$ cat config.mk
export PLATFORM = sky130hd
export DESIGN_NAME = uart_rx
export DESIGN_NICKNAME = d
export VERILOG_FILES = /design/src/rtl/uart_rx.sv
export SDC_FILE = /design/constraint.sdc
export NUM_CORES = 1
export LEC_CHECK = 0
export CELL_PAD_IN_SITES_DETAIL_PLACEMENT = 2
export CELL_PAD_IN_SITES_GLOBAL_PLACEMENT = 2
export CORE_MARGIN = 10
export CORE_UTILIZATION = 30
export DETAILED_ROUTE_END_ITERATION = 10
export GPL_TIMING_DRIVEN = 1
export PLACE_DENSITY = 0.73
export REMOVE_ABC_BUFFERS = 1
export SETUP_SLACK_MARGIN = 0.02
export SLEW_MARGIN = 20
export SYNTH_ARGS = -nofsm -noshare
export SYNTH_HDL_FRONTEND = slang
export SYNTH_SLANG_ARGS = --single-unit
export TNS_END_PERCENT = 30
$ cat constraint.sdc
create_clock -name clk -period 2.52 [get_ports clk]
set_input_delay 0.63 -clock clk [delete_from_list [all_inputs] [get_ports clk]]
set_output_delay 0.63 -clock clk [all_outputs]
set_load 0.005 [all_outputs]
$ cat src/rtl/uart_rx.sv
// 8N1 UART receiver with a one-entry valid/ready holding register.
// Define UART_RX_PARITY_EN for 8E1/8O1 framing, with the parity sense set by PARITY_ODD.
module uart_rx #(
  parameter int CLKS_PER_BIT = 234,
  parameter bit PARITY_ODD   = 1'b0
) (
  input  logic       clk,
  input  logic       reset,
  input  logic       rxp,
  output logic [7:0] rx_data,
  output logic       rx_valid,
  input  logic       rx_ready,
  output logic       frame_err,
  output logic       overrun,
  output logic       parity_err,
  output logic       busy
);

  localparam int CW   = $clog2(CLKS_PER_BIT);
  localparam int HALF = CLKS_PER_BIT / 2;

  localparam logic [CW-1:0] HALF_LAST = CW'(HALF - 1);
  localparam logic [CW-1:0] BIT_LAST  = CW'(CLKS_PER_BIT - 1);
  localparam logic [CW-1:0] CNT_ONE   = CW'(1);

  typedef enum logic [2:0] {
    IDLE,
    START,
    DATA,
`ifdef UART_RX_PARITY_EN
    PARITY,
`endif
    STOP
  } state_t;

  state_t        state;
  logic          rx_meta;
  logic          rxs;
  logic [CW-1:0] cnt;
  logic [2:0]    bit_idx;
  logic [7:0]    shift;
`ifdef UART_RX_PARITY_EN
  logic          par_bad;
`endif

  // The stop-bit decision resolves, in priority order: framing, then parity,
  // then whether the holding register can take the byte.
  always_ff @(posedge clk) begin
    if (!reset) begin
      rx_meta    <= 1'b1;
      rxs        <= 1'b1;
      state      <= IDLE;
      cnt        <= '0;
      bit_idx    <= '0;
      shift      <= '0;
      rx_data    <= '0;
      rx_valid   <= 1'b0;
      frame_err  <= 1'b0;
      overrun    <= 1'b0;
      parity_err <= 1'b0;
      busy       <= 1'b0;
`ifdef UART_RX_PARITY_EN
      par_bad    <= 1'b0;
`endif
    end else begin
      rx_meta    <= rxp;
      rxs        <= rx_meta;
      frame_err  <= 1'b0;
      overrun    <= 1'b0;
      parity_err <= 1'b0;

      if (rx_valid && rx_ready) begin
        rx_valid <= 1'b0;
      end

      case (state)
        IDLE: begin
          if (!rxs) begin
            state <= START;
            cnt   <= '0;
            busy  <= 1'b1;
          end
        end

        START: begin
          if (cnt == HALF_LAST) begin
            cnt <= '0;
            if (!rxs) begin
              state   <= DATA;
              bit_idx <= '0;
`ifdef UART_RX_PARITY_EN
              par_bad <= 1'b0;
`endif
            end else begin
              state <= IDLE;
              busy  <= 1'b0;
            end
          end else begin
            cnt <= cnt + CNT_ONE;
          end
        end

        DATA: begin
          if (cnt == BIT_LAST) begin
            cnt     <= '0;
            shift   <= {rxs, shift[7:1]};
            bit_idx <= bit_idx + 3'd1;
            if (bit_idx == 3'd7) begin
`ifdef UART_RX_PARITY_EN
              state <= PARITY;
`else
              state <= STOP;
`endif
            end
          end else begin
            cnt <= cnt + CNT_ONE;
          end
        end

`ifdef UART_RX_PARITY_EN
        PARITY: begin
          if (cnt == BIT_LAST) begin
            cnt   <= '0;
            state <= STOP;
            if (rxs != ((^shift) ^ PARITY_ODD)) begin
              par_bad <= 1'b1;
            end
          end else begin
            cnt <= cnt + CNT_ONE;
          end
        end
`endif

        STOP: begin
          if (cnt == BIT_LAST) begin
            cnt   <= '0;
            state <= IDLE;
            busy  <= 1'b0;
            if (!rxs) begin
              frame_err <= 1'b1;
`ifdef UART_RX_PARITY_EN
            end else if (par_bad) begin
              parity_err <= 1'b1;
`endif
            end else if (!rx_valid || rx_ready) begin
              rx_data  <= shift;
              rx_valid <= 1'b1;
            end else begin
              overrun <= 1'b1;
            end
          end else begin
            cnt <= cnt + CNT_ONE;
          end
        end

        default: begin
          state <= IDLE;
          cnt   <= '0;
          busy  <= 1'b0;
        end
      endcase
    end
  end

endmodule

==> impl_metrics.tcl, run 1 <==
set metrics [dict create \
    hold_buffers 0 \
    holdPathStages 1 \
    r2r_start "cnt[1]" \
    cap_violations 0 \
    start_kind "flip-flop" \
    n_antenna_cell 0 \
    leakage_nw 0.620 \
    pwr-share-seq 0.502 \
    synth_top_area_share 0.423 \
    avgSynthCellArea_um2 8.59 \
    clk_latency_ps 300 \
    slew_viol_final 0 \
    switchingPower_mw 0.261 \
    antenna_found_initial 0 \
    die_h_um 94.3 \
    hold_path_class "reg2reg" \
    reg2reg_depth 6 \
    row_count 27 \
    synth_commonest_cells "35 x dfxtp_1, 28 x a21oi_1, 22 x nand2_1" \
    port_buffers 15 \
    gp_congestion 0.747 \
    hold-path-endpoint "rxs" \
    grt_use_total 0.108 \
    finalSetupTns_ps 0 \
    combPwrFrac 0.042 \
    vias_per_cell 5.23 \
    rrSetupSlack_ps 570 \
    setup_viol 0 \
    vias 1455 \
    grt.met2_usage 0.202 \
    layout-drive-gt1-share 0.0874 \
    regArea_um2 701 \
    grt_util_met3 0.0325 \
    hold_start "rx_meta" \
    die_w_um 94.3 \
    clockBufferDepth 2 \
    syn_to_final_growth_pct 16.7 \
    netlist_top_cells_area "dfxtp_1 42%, a21oi_1 8.5%, o21ai_0 5.4%, nand2_1 5.0%, nand3_1 4.2%" \
    postCtsSetupRepairBufs 0 \
    vdd_drop_max_mv 0.217 \
    drtPass1Iterations 4 \
    swShare 0.231 \
    r2r_end "cnt[1]" \
    async_flop_share 0 \
    synthCells 193 \
    drt_iter0_drc 31 \
    multi_input_area_um2 855 \
    fp.coreArea_mm2 0.00544 \
    synth_most_common_cell "dfxtp_1" \
    synth_top_area_cell "dfxtp_1" \
    fmax_mhz 514 \
    busiest_layer "met2" \
    design.die.area_mm2 0.00890 \
    clock-root-buffer "clkbuf_8" \
    dp_hpwl_mm 3.41 \
    syn_area_mm2 0.00166 \
    synth-edff-count 0 \
    hold_viol 0 \
    grt_pass1_wl_mm 7.65 \
    p_int_mw 0.869 \
    path_max_fanout 8 \
    p_clk_frac 0.456 \
    ys_seq_area_frac 0.423 \
    ios 17 \
    initial_core_util 0.305 \
    period_needed_ps 1950 \
    relSlewSlack 0.522 \
    grt_max_degree 22 \
    synth.distinct_cells 39 \
    finalCritPeriodShare 0.772 \
    first_global_vias 1586 \
    ys_warn_count 0 \
    antenna_left 0 \
    final_core_util 0.356 \
    ys_ff_latch 35 \
    tritoncts "yes" \
    wire_per_inst_um 16.0 \
    cellPowerDensity_mw_per_mm2 584 \
    worst_pin_slew_ps 714 \
    post_cts_resized 0 \
    synthFlopType "dfxtp_1" \
    drcViolationCount 0 \
    outcome "finished clean" \
    routed_wl_mm 4.46 \
    required_ps 2740 \
    rsz0062_at_grt "no" \
    grtUsageMet1 0.106 \
    fillCellCount 637 \
    h-tree-depth 2 \
    path_class "reg2reg" \
    cts.sinks 35 \
    numCtsBuffers 5 \
    crit_arrival_ps 2170 \
    finClkSkew_ps 6.58 \
    final_nets 214 \
    cp-end-kind "flip-flop" \
    clk_pin_slew_ps 70 \
    overflow 0 \
]
layout by cell type (no fill, tap or decap), types with 2 or more instances in the layout:
cell type / n
nand3_1: 14
clkdlybuf4s50_1: 15
clkbuf_8: 5
nor2b_1: 4
nand4_1: 2
buf_4: 2
nor2_1: 8
a21oi_1: 28
nor3_1: 7
nand2b_1: 5
o22ai_1: 6
o21a_1: 4
o21ai_0: 18
inv_1: 3
ha_1: 5
dfxtp_1: 35
nand3b_1: 3
nand2_1: 22
cell families (layout without fill, tap and decap cells):
kind of cell             Yosys count  in the layout  share of synthesized area
flip-flops                        35             35                      0.423
AND/OR/NAND/NOR                   76             76                      0.270
other                              1              1                    0.00226
AO/OA/AOI/OAI                     61             61                      0.205
buffers and inverters             15             28                     0.0619
adder cells (fa/ha/maj)            5              5                     0.0377
sequential cells by signal, indices dropped and copies added (netlist names), 2 cells and up:
register	count
cnt	8
bit_idx	3
shift	8
rx_data	8
state	2
worst max-delay path, stage by stage (launching register included):
cell	delay, ps
dfxtp_1	380
inv_1	80
ha_1	210
and4_1	250
a21boi_1	590
o21ai_0	200
a21oi_1	170
worst max-delay path by stage:
stage	from	to	cells after the start
global placement	reset	state[1]	4
detailed placement	reset	state[1]	4
finish	cnt[1]	cnt[1]	6
floorplan	cnt[4]	bit_idx[1]	4
global route	cnt[1]	cnt[1]	6
CTS	cnt[1]	cnt[1]	6
layout make-up:
| class | count | share of cell area |
|---|---|---|
| well taps | 72 | 0.0466 |
| clock buffers | 5 | 0.0356 |
| repair buffers | 17 | 0.0854 |
| flip-flops and latches | 35 | 0.362 |
| clock inverters | 3 | 0.0226 |
| multi-input cells | 143 | 0.442 |
| inverters | 3 | 0.00582 |
stage by stage:
stage                     hold WS [ps]  instance area, µm²  setup slack (ps)  cells  total power, mW
after floorplan                    386                1570              1020    181            0.603
after global placement             391                1820               511    270            0.625
after detailed placement           420                1820               453    270            0.628
after CTS                          438                1930               532    278             1.15
after global routing               452                1930               371    278             1.18
final                              430                1930               574    278             1.13
power by group through the flow:
| stage | Combinational (mW) | Clock, mW | Sequential [mW] |
|---|---|---|---|
| 2_1_floorplan | 0.0254 | 0 | 0.578 |
| 3_3_place_gp | 0.0449 | 0 | 0.580 |
| 3_5_place_dp | 0.0476 | 0 | 0.581 |
| 4_1_cts | 0.0480 | 0.537 | 0.568 |
| 5_1_grt | 0.0530 | 0.561 | 0.569 |
| 6_report | 0.0470 | 0.515 | 0.567 |
per-layer routing:
metal / wire (µm) / vias up
met5: 0 / -
met4: 78 / 0
met3: 175 / 7
met2: 2420 / 14
met1: 1790 / 723
li1: - / 711
Note: power is estimated with default switching activity, not from simulation.
==> inputs of run 2 (changes only) <==
==> constraint.sdc (replaced) <==
create_clock -name clk -period 1.8 [get_ports clk]
set_input_delay 0.45 -clock clk [delete_from_list [all_inputs] [get_ports clk]]
set_output_delay 0.45 -clock clk [all_outputs]
set_load 0.005 [all_outputs]
==> run 2 against run 1 <==
  * Sequential power rose by 40%
  * First-iteration DRC count fell by 9.7%
  * Routed wire length rose by 2.7%
  * Largest cell class unchanged
  * Critical path type is now reg2out
  * Critical endpoint is now rx_valid
  * Core utilization rose by 0.78 points
  * Power rose by 26%
  * Cell count rose by 3.2%
  * Critical path depth fell by 5
  * Sequential cell count did not move
  * Clock-buffer cell count rose by 2
  * Via count did not move
  * Die area did not move
==> impl_metrics.tcl, run 2 (synthesized netlist as in run 1, its figures left out) <==
set metrics [dict create \
    post_cts_resized 0 \
    h-tree-depth 2 \
    drcViolationCount 0 \
    slew_viol_final 0 \
    die_w_um 94.3 \
    final_nets 223 \
    hold_viol 0 \
    wire_per_inst_um 16.0 \
    design.die.area_mm2 0.00890 \
    vias_per_cell 5.07 \
    final_common_cell "dfxtp_1" \
    syn_to_final_growth_pct 19.2 \
    clock-root-buffer "clkbuf_8" \
    slowest_stage "clkdlybuf4s50_1" \
    slowest_delay_ps 530 \
    rsz0062_at_grt "no" \
    path_max_fanout 3 \
    vias 1455 \
    clk_latency_ps 280 \
    drtPass1Iterations 3 \
    tritoncts "yes" \
    postCtsSetupRepairBufs 0 \
    grt_max_degree 21 \
    cp-end-kind "output pin" \
    port_buffers 15 \
    path_buf_inv 1 \
    reg2reg_depth 7 \
    grt_use_total 0.113 \
    cts.sinks 35 \
    row_count 27 \
    fin_hold_ws_ps 426 \
    start_kind "flip-flop" \
    clk_pin_slew_ps 70 \
    n_antenna_cell 0 \
    numCtsBuffers 5 \
    antenna_left 0 \
    hold_buffers 0 \
    cap_violations 0 \
    period_needed_ps 1600 \
    finalSetupTns_ps 0 \
    antenna_found_initial 0 \
    hold_path_class "reg2reg" \
    vdd_drop_max_mv 0.257 \
    leakage_nw 0.648 \
    initial_core_util 0.305 \
    fmax_mhz 624 \
    relSlewSlack 0.566 \
    path_cells "clkdlybuf4s50_1" \
    final_area_mm2 0.00198 \
    dp_hpwl_mm 3.37 \
    path_class "reg2out" \
    worst_pin_slew_ps 648 \
    routed_wl_mm 4.58 \
    setup_viol 0 \
    critical-path-top-delay-family "buffers and inverters" \
    crit_arrival_ps 1150 \
    finClkSkew_ps 9.42 \
    clockBufferDepth 2 \
    holdPathStages 1 \
    die_h_um 94.3 \
    grt_pass1_wl_mm 8.09 \
    layout_common_cells "35 x dfxtp_1, 28 x a21oi_1, 22 x nand2_1" \
    fp.coreArea_mm2 0.00544 \
    layout-drive-gt1-share 0.126 \
    drt_iter0_drc 28 \
    gp_congestion 0.781 \
    reg_top3 "cnt: 8 flops, rx_data: 8 flops, shift: 8 flops" \
    path_depth 1 \
    required_ps 1350 \
    ios 17 \
    cellPowerDensity_mw_per_mm2 721 \
    outcome "finished clean" \
    finalPower_mw 1.43 \
    overflow 0 \
    dpl-instance-area_mm2 0.00189 \
    finalCritPeriodShare 0.891 \
    first_global_vias 1630 \
]
-- run 2: changes by cell type in the layout (fill, tap and decap cells not counted), sizes merged --
cell    previous run  this run
buf                2        11
clkinv             2         1
clkbuf             5         7
bufinv             1         0
-- run 2: final timing paths --
kind               to  slack [ps]      from
min               rxs         430   rx_meta
max reg2reg    cnt[5]         200    cnt[0]
max          rx_valid         200  rx_valid
min reg2reg       rxs         430   rx_meta
-- run 2: through the flow --
step / std cells / util / worst slack, ps
3_3_place_gp: 279 / 0.347 / 111
2_1_floorplan: 181 / - / 295
4_1_cts: 287 / 0.362 / 60.3
6_report: 287 / 0.363 / 197
3_5_place_dp: 279 / 0.347 / 5.17
5_1_grt: 287 / 0.363 / 20.3
-- run 2: per-layer routing --
layer / part of all wire / track usage
met4: 0.0079 / 0.0316
met1: 0.41 / 0.119
met3: 0.033 / 0.0293
met2: 0.55 / 0.214
met5: 0 / 0
-- run 2: final cells by class --
cell class / instances / area, µm²
clock buffers: 7 / 76.3
clock inverters: 1 / 5.00
fillers: 624 / 3460
inverters: 3 / 11.3
multi-input cells: 143 / 861
flip-flops and latches: 35 / 701
well taps: 72 / 90.1
repair buffers: 26 / 233
-- run 2: power breakdown --
part	leakage (nW)	switching (mW)	total (mW)	internal (mW)
Clock	0.0422	0.283	0.555	0.272
Combinational	0.324	0.0478	0.0799	0.0320
Sequential	0.283	0.0104	0.791	0.781
